**config.mk**
```make
export PLATFORM = sky130hd
export DESIGN_NAME = ulpi_reg_arbiter
export DESIGN_NICKNAME = d
export VERILOG_FILES = /design/src/rtl/ulpi_reg_arbiter.sv
export SDC_FILE = /design/constraint.sdc
export NUM_CORES = 1
export LEC_CHECK = 0
export ABC_AREA = 1
export CORE_ASPECT_RATIO = 0.7
export CORE_MARGIN = 2
export CORE_UTILIZATION = 45
export CTS_BUF_LIST = sky130_fd_sc_hd__clkbuf_8
export CTS_CLUSTER_SIZE = 28
export DETAILED_ROUTE_END_ITERATION = 10
export DONT_BUFFER_PORTS = 1
export PLACE_DENSITY_LB_ADDON = 0.15
export SETUP_SLACK_MARGIN = 0.5
export SLEW_MARGIN = 15
export SYNTH_ARGS = -nofsm -noshare
export SYNTH_HDL_FRONTEND = slang
export SYNTH_SLANG_ARGS = --single-unit
```
**constraint.sdc**
```tcl
create_clock -name clk_i -period 1.4 [get_ports clk_i]
set_input_delay 0.28 -clock clk_i [delete_from_list [all_inputs] [get_ports clk_i]]
set_output_delay 0.28 -clock clk_i [all_outputs]
set_load 0.02 [all_outputs]
```
**src/rtl/ulpi_reg_arbiter.sv**
```systemverilog
// Two-requester arbiter for the ULPI PHY register port: one transaction at a time,
// round-robin or fixed priority, with a watchdog that aborts unacknowledged requests.
module ulpi_reg_arbiter #(
  parameter int unsigned TIMEOUT    = 1024,
  parameter bit          FIXED_PRIO = 1'b0
) (
  input  logic       clk_i,
  input  logic       rst_n_i,
  input  logic       a_req_i,
  input  logic       a_we_i,
  input  logic [5:0] a_addr_i,
  input  logic [7:0] a_wdata_i,
  output logic       a_ack_o,
  output logic [7:0] a_rdata_o,
  output logic       a_err_o,
  input  logic       b_req_i,
  input  logic       b_we_i,
  input  logic [5:0] b_addr_i,
  input  logic [7:0] b_wdata_i,
  output logic       b_ack_o,
  output logic [7:0] b_rdata_o,
  output logic       b_err_o,
  output logic [5:0] reg_addr_o,
  output logic [7:0] reg_data_write_o,
  output logic       reg_write_req_o,
  output logic       reg_read_req_o,
  input  logic       reg_write_ack_i,
  input  logic       reg_read_ack_i,
  input  logic [7:0] reg_data_read_i,
  output logic       busy_o,
  output logic [1:0] dbg_state_o
);

  typedef enum logic [1:0] {
    ST_IDLE  = 2'd0,
    ST_ISSUE = 2'd1,
    ST_DONE  = 2'd2
  } state_e;

  localparam logic [15:0] LAST_CNT = 16'(TIMEOUT - 1);

  state_e      state_q, state_d;
  logic        gnt_b_q, gnt_b_d;
  logic        last_b_q, last_b_d;
  logic        we_q, we_d;
  logic [5:0]  addr_q, addr_d;
  logic [7:0]  wdata_q, wdata_d;
  logic [15:0] cnt_q, cnt_d;
  logic [7:0]  a_rdata_q, a_rdata_d, b_rdata_q, b_rdata_d;
  logic        a_err_q, a_err_d, b_err_q, b_err_d;
  logic        pick_b;
  logic        matched;

  // Requester handshake: REQ is a level held (with WE/ADDR/WDATA stable) until the
  // one-cycle ACK; downstream REG_*_REQ is a level held until the matching REG_*_ACK.
  assign pick_b  = b_req_i && (!a_req_i || (!FIXED_PRIO && !last_b_q));
  assign matched = we_q ? reg_write_ack_i : reg_read_ack_i;

  always_comb begin
    state_d   = state_q;
    gnt_b_d   = gnt_b_q;
    last_b_d  = last_b_q;
    we_d      = we_q;
    addr_d    = addr_q;
    wdata_d   = wdata_q;
    cnt_d     = cnt_q;
    a_rdata_d = a_rdata_q;
    a_err_d   = a_err_q;
    b_rdata_d = b_rdata_q;
    b_err_d   = b_err_q;
    case (state_q)
      ST_IDLE: begin
        if (a_req_i || b_req_i) begin
          gnt_b_d = pick_b;
          we_d    = pick_b ? b_we_i    : a_we_i;
          addr_d  = pick_b ? b_addr_i  : a_addr_i;
          wdata_d = pick_b ? b_wdata_i : a_wdata_i;
          cnt_d   = 16'd0;
          state_d = ST_ISSUE;
        end
      end
      ST_ISSUE: begin
        if (matched) begin
          // Writes leave the port's last read data untouched.
          if (gnt_b_q) begin
            if (!we_q) b_rdata_d = reg_data_read_i;
            b_err_d = 1'b0;
          end else begin
            if (!we_q) a_rdata_d = reg_data_read_i;
            a_err_d = 1'b0;
          end
          state_d = ST_DONE;
        end else if (cnt_q == LAST_CNT) begin
          if (gnt_b_q) begin
            b_rdata_d = 8'hFF;
            b_err_d   = 1'b1;
          end else begin
            a_rdata_d = 8'hFF;
            a_err_d   = 1'b1;
          end
          state_d = ST_DONE;
        end else begin
          cnt_d = cnt_q + 16'd1;
        end
      end
      ST_DONE: begin
        last_b_d = gnt_b_q;
        state_d  = ST_IDLE;
      end
      default: state_d = ST_IDLE;
    endcase
  end

  always_ff @(posedge clk_i or negedge rst_n_i) begin
    if (!rst_n_i) begin
      state_q   <= ST_IDLE;
      gnt_b_q   <= 1'b0;
      last_b_q  <= 1'b1;
      we_q      <= 1'b0;
      addr_q    <= 6'd0;
      wdata_q   <= 8'd0;
      cnt_q     <= 16'd0;
      a_rdata_q <= 8'd0;
      a_err_q   <= 1'b0;
      b_rdata_q <= 8'd0;
      b_err_q   <= 1'b0;
    end else begin
      state_q   <= state_d;
      gnt_b_q   <= gnt_b_d;
      last_b_q  <= last_b_d;
      we_q      <= we_d;
      addr_q    <= addr_d;
      wdata_q   <= wdata_d;
      cnt_q     <= cnt_d;
      a_rdata_q <= a_rdata_d;
      a_err_q   <= a_err_d;
      b_rdata_q <= b_rdata_d;
      b_err_q   <= b_err_d;
    end
  end

  assign a_ack_o          = (state_q == ST_DONE) && !gnt_b_q;
  assign b_ack_o          = (state_q == ST_DONE) && gnt_b_q;
  assign a_rdata_o        = a_rdata_q;
  assign b_rdata_o        = b_rdata_q;
  assign a_err_o          = a_err_q;
  assign b_err_o          = b_err_q;
  assign reg_addr_o       = addr_q;
  assign reg_data_write_o = wdata_q;
  assign reg_write_req_o  = (state_q == ST_ISSUE) && we_q;
  assign reg_read_req_o   = (state_q == ST_ISSUE) && !we_q;
  assign busy_o           = (state_q != ST_IDLE);
  assign dbg_state_o      = state_q;

endmodule

```
After elaboration in Yosys (flattened, before gate mapping) --
Cells that the tools add are included.
Word-level totals: flip-flop bits (word level) 53, bits of input ports 44, output and inout bits 39, logic and storage cells 75
Operators by class: add/subtract/negate cells 1, eq/ne operators 12, multiplexer cells 29, reductions and logical operators 22
Operator list (count):
- 8-bit two-way mux | 10
- 16-bit two-way mux | 3
- 16-bit case mux with 2 select lines | 1
- 16-bit by 1-bit adder with 16-bit output, second input constant | 1
- 16-bit by 10-bit equality test with 1-bit output, second input constant | 1
- 2-bit != test, second input constant | 8
- 4-bit AND reduction | 3
- 1-bit two-way mux | 10
- 5-bit AND reduction | 2
- 2-bit two-way mux | 3
- 6-bit two-way mux | 1
- 2-bit nonzero test | 3
- 1-bit logical AND | 5
- 1-bit zero test | 4
- 2-bit case mux with 2 select lines | 1
- 2-bit AND reduction | 2
- 3-bit != test, second input constant | 1
- 2-bit by 1-bit equality test with 1-bit output, second input constant | 1
- 2-bit equality test, second input constant | 1
- 2-bit zero test | 1
- 1-bit logical OR | 2

Longest topological paths before layout --
depth in word-level cells 4, mapped depth 9, depth with buffers taken out 9

Least setup slack after synthesis --
No wires, ideal clock.
kind register to register, from register cnt_q[0], to register b_rdata_q[0] (netlist: b_rdata_o[0]), setup time 119 ps, arrival 1416 ps, required time 1281 ps, path slack -135 ps, stages on the path, launching flop included 9, buffers on the path 0, cell sequence dfrtp_1 ha_1 nand3_1 nor2_1 nand2_2 nand2_1 nand4_1 nand2_1 nand2_1
Between the ends: longest elaborated chain between the ends 3, elaborated cells between the ends (all ways) 4, classes of those cells eq/ne: 2; reduce/logical: 2
RTL lines:
- start: declaration | RTL line 48 | logic [15:0] cnt_q, cnt_d;
- start signal: assignment | RTL line 134 | cnt_q <= cnt_d;
- 16-bit by 10-bit equality test with 1-bit output * | RTL line 93 | end else if (cnt_q == LAST_CNT) begin
- 2-bit != test (no source line) / 2-bit nonzero test (equally long branches)
- 5-bit AND reduction (no source line) *
- end signal: assignment | RTL line 137 | b_rdata_q <= b_rdata_d;
- end: declaration | RTL line 49 | logic [7:0] a_rdata_q, a_rdata_d, b_rdata_q, b_rdata_d;
Mark *: on every way between the ends. The rest lies on a longest branch, timed or not. A chain may end at the register's enable or synchronous reset.

Worst setup path in the final report --
from register state_q[0] (netlist: dbg_state_o[0]), to register cnt_q[0]
Between the ends: longest elaborated chain between the ends 3, elaborated cells between the ends (all ways) 8, classes of those cells eq/ne: 4; mux: 1; reduce/logical: 3
RTL lines:
- start: declaration | RTL line 42 | state_e state_q, state_d;
- start signal: assignment | RTL line 128 | state_q <= state_d;
- 2-bit by 1-bit equality test with 1-bit output / 2-bit zero test (equally long branches) | RTL line 71 | case (state_q)
- 2-bit != test (no source line) / 2-bit nonzero test (equally long branches)
- 4-bit AND reduction (no source line)
Parallel ways exist; a longest one is shown, timed or not.

==> summary.md <==
| Metric | Value |
|---|---|
| Starting Density | `47.24%` |
| Die H | `69.36 µm` |
| RSZ-0062 raised after global routing | `yes` |
| Synth warn | `0` |
| Die Wd | `97.38 µm` |
| First drt pass iteration count | `5` |
| Largest net degree at the start of global routing | `54` |
| Worst EP arrival | `1780 ps` |
| Largest cells by area after synthesis | `dfrtp_1 (47%), nand2_1 (16%), o21ai_0 (7.5%), nor2_1 (6.0%), nand4_1 (4.6%)` |
| WS Path Type | `reg2reg` |
| Setup crit end | `cnt_q[0]` |
| I/O pin total | `83` |
| Worst-skew pair later-pin latency | `310 ps` |
| FF-to-FF End | `cnt_q[0]` |
| Synth Area in Simple Gates | `33.03%` |
| Pleak | `0.001764 µW` |
| Vias per inst | `5.431` |
| Mux share of post-synthesis cell area | `0%` |
| Worst Hold Class | `in2async` |
| Yosys reg bits | `53` |
| Number of library cell types mapped by synthesis | `27` |
| Combinational fraction of design power | `52.6%` |
| Setup TNS | `-4350 ps` |
| Main flop type after synthesis | `dfrtp_1` |
| Crit. End Element | `flop` |
| Total wire length | `8022 µm` |
| Main combinational cell family by area after synthesis | `simple AND/OR/NAND/NOR gates` |
| Area share of the leading cell type in the synthesized netlist | `47.38%` |
| Worst setup startpoint | `dbg_state_o[0]` |
| Compound-cell area share of the yosys netlist | `10.75%` |
| Syn Nets | `402` |
| Worst slew pin tran | `286.9 ps` |
| # nets final | `463` |
| Sequential area share after synthesis | `48.34%` |
| Failing checks | `hold timing, setup timing` |
| Fmax | `633.1 MHz` |
| Clock Power Share | `10.1%` |
| Cell with the most instances after synthesis | `nand2_1` |
| HPWL Detailed | `4994 µm` |
| Ratio of cells with drive above 1 in the final layout | `43.91%` |
| CTS tree | `built` |
| RD Place Congestion | `0.8379` |
| Mean Syn Cell Area | `7.693 µm²` |
| Fill cells | `446` |
| Status | `finished with violations` |
| Non-Filler Instances | `494` |
| Ant. Diodes | `0` |
| Reg2reg path depth | `9` |
| Detail Route Antenna Nets | `0` |
| Pre-CTS setup slack | `-112.0 ps` |
| CTS clock-pin slew for the worst setup and hold paths | `100 ps` |
| Register area | `0.001370 mm²` |
| Crit start category | `flop` |
| Worst clock skew | `7.946 ps` |
| Initial antenna violation count | `0` |
| Synthesis-to-layout area growth | `41.64%` |
| Iter 0 DRT Violations | `143` |
| Critical Path RT | `1600 ps` |
| Minimum clock period after layout | `1580 ps` |
| Maxcap violations | `0` |
| Final hold violation count | `53` |
| Pwr Total | `8656 µW` |
| Clk buf depth | `2` |
| Area leader, netlist | `dfrtp_1` |
| Synth Area in Adders | `0.4556%` |
| H-tree depth | `2` |
| Number of core rows | `23` |
| CP max FO | `7` |
| Seq pwr share | `37.3%` |
| Slew HR | `80.80%` |
| Vias in the first global route | `2634` |
| Die area | `0.006754 mm²` |
| Vias post-DR | `2683` |
| Total CTS buffers | `5` |
| Final slew viol count | `0` |
| Placed instance count | `465` |
| Worst IR drop on VDD | `1.331 mV` |
| Most frequent cells after synthesis | `nand2_1 (115), dfrtp_1 (52), nor2_1 (44)` |
| Mapped Cells | `357` |
| Critical R2R Launch | `dbg_state_o[0]` |
| Grt ovf | `0` |
| Core ar. | `0.005813 mm²` |
| Final setup vio count | `40` |
| DR WL/cell | `16.24 µm` |
| P_int | `4683 µW` |
| Synthesized area | `0.002746 mm²` |
| Async set or reset register ratio after synthesis | `100.0%` |
| Sw Share | `45.89%` |
| Buffers on Ports | `0` |
| Setup ws final | `-179.6 ps` |
| Worst hold slack | `-343.3 ps` |
| First-pass GRT wire length | `13000 µm` |
| Sw power | `3973 µW` |
| Power Dens Cells | `2225 mW/mm²` |
| Clock Sink Count | `53` |
| Area of the multi-input gates | `0.001562 mm²` |
| Reg2reg setup slack | `-180 ps` |
| Number of remaining DRC errors | `0` |
| Post-synth EDFFs | `0` |
| Root buffer cell | `clkbuf_8` |
| XOR/XNOR Fraction of Synth Area | `1.913%` |
| Fin crit share | `112.8%` |
| GRT Total Usage | `23.44%` |
==> what timing repair did <==
action / in CTS / in global routing
setup endpoints to repair: 92 / 92
setup buffers: 12 / 2
resized for setup: 106 / 31
endpoints found under the hold margin: 53 / 53
gates cloned: 7 / 0
pin swaps: 24 / 25
==> cell type report <==
type / instances / area share [%]
clock buffers: 5 / 1.769
clock inverters: 3 / 0.4825
inverters: 22 / 2.766
multi-input cells: 271 / 40.14
flip-flops and latches: 53 / 35.22
well taps: 75 / 2.412
repair buffers: 64 / 16.92
repair inverters: 1 / 0.2895
==> critical path: stages, from the launching register on <==
cell and delay (ps):
dfrtp_2 400, inv_4 30, or2_4 260, buf_6 130
o21ai_4 170, o21ai_4 110, buf_6 140, buf_12 130
nand2_1 50, o21ai_1 60
==> cell usage in the layout, fill, tap and decap left out, types with 3 or more instances in the layout <==
master    netlist  layout
buf_12          0       3
buf_4           1      37
buf_6           2      16
buf_8           0       5
clkbuf_8        0       5
dfrtp_1        52      18
dfrtp_2         0      34
inv_1          19      15
inv_2           3       3
inv_8           0       3
nand2_1       115      87
nand2_2         4      26
nand2_4         0       5
nand3_1        16      11
nand3_2         1       3
nand3_4         0       3
nand4_1        20      20
nor2_1         44      34
nor2_4          0       8
o21ai_1         4      38
o21ai_2         1       6
o21ai_4         1       3
o21bai_1        3       3
or2_2           8       8
xor2_1          6       6
==> routing by layer <==
layer  vias to the layer above  global-route usage [%]  share of wire [%]
li1                       1290                       -                  -
met1                      1291                   32.60                 45
met2                        94                   37.62                 47
met3                         8                   6.552                7.5
met4                         0                   3.549               0.79
met5                         -                       0                  0
==> metrics by stage <==
stage                     util, %  instance area (µm²)
after floorplan                 -                 2860
after global placement      54.93                 3193
after detailed placement    54.93                 3193
after CTS                   64.96                 3776
after global routing        66.92                 3890
final                       66.92                 3890
==> flip-flops by register name (all words and copies together), names as in the netlist, 2 cells and up <==
signal            flops
reg_addr_o            6
a_rdata_o             8
reg_data_write_o      8
b_rdata_o             8
dbg_state_o           2
cnt_q                16
==> logic make-up after synthesis <==
| group | Yosys count |
|---|---|
| xor+xnor | 6 |
| simple gates | 211 |
| flops | 53 |
| fa+ha+maj | 1 |
| compound gates | 52 |
| buf+inv | 34 |
==> power by group through the flow <==
stage / clock (µW) / sequential (µW) / combinational (µW)
global placement: 0 / 3120 / 2770
CTS: 902 / 3210 / 4180
finish: 874 / 3230 / 4550
floorplan: 0 / 3090 / 2000
detailed placement: 0 / 3120 / 2820
global route: 956 / 3310 / 4910
==> how the worst min path moves through the flow <==
stage | from | endpoint | slack (ps) | cells past startpoint
6_report | rst_n_i | cnt_q[7] | -340 | 0
5_1_grt | rst_n_i | reg_addr_o[4] | -370 | 0
4_1_cts | rst_n_i | reg_addr_o[4] | -360 | 0
3_5_place_dp | rst_n_i | cnt_q[3] | -10 | 0
3_3_place_gp | rst_n_i | reg_addr_o[0] | -10 | 0
2_1_floorplan | rst_n_i | a_err_o | -20 | 0
(Power assumes the default switching activity.)
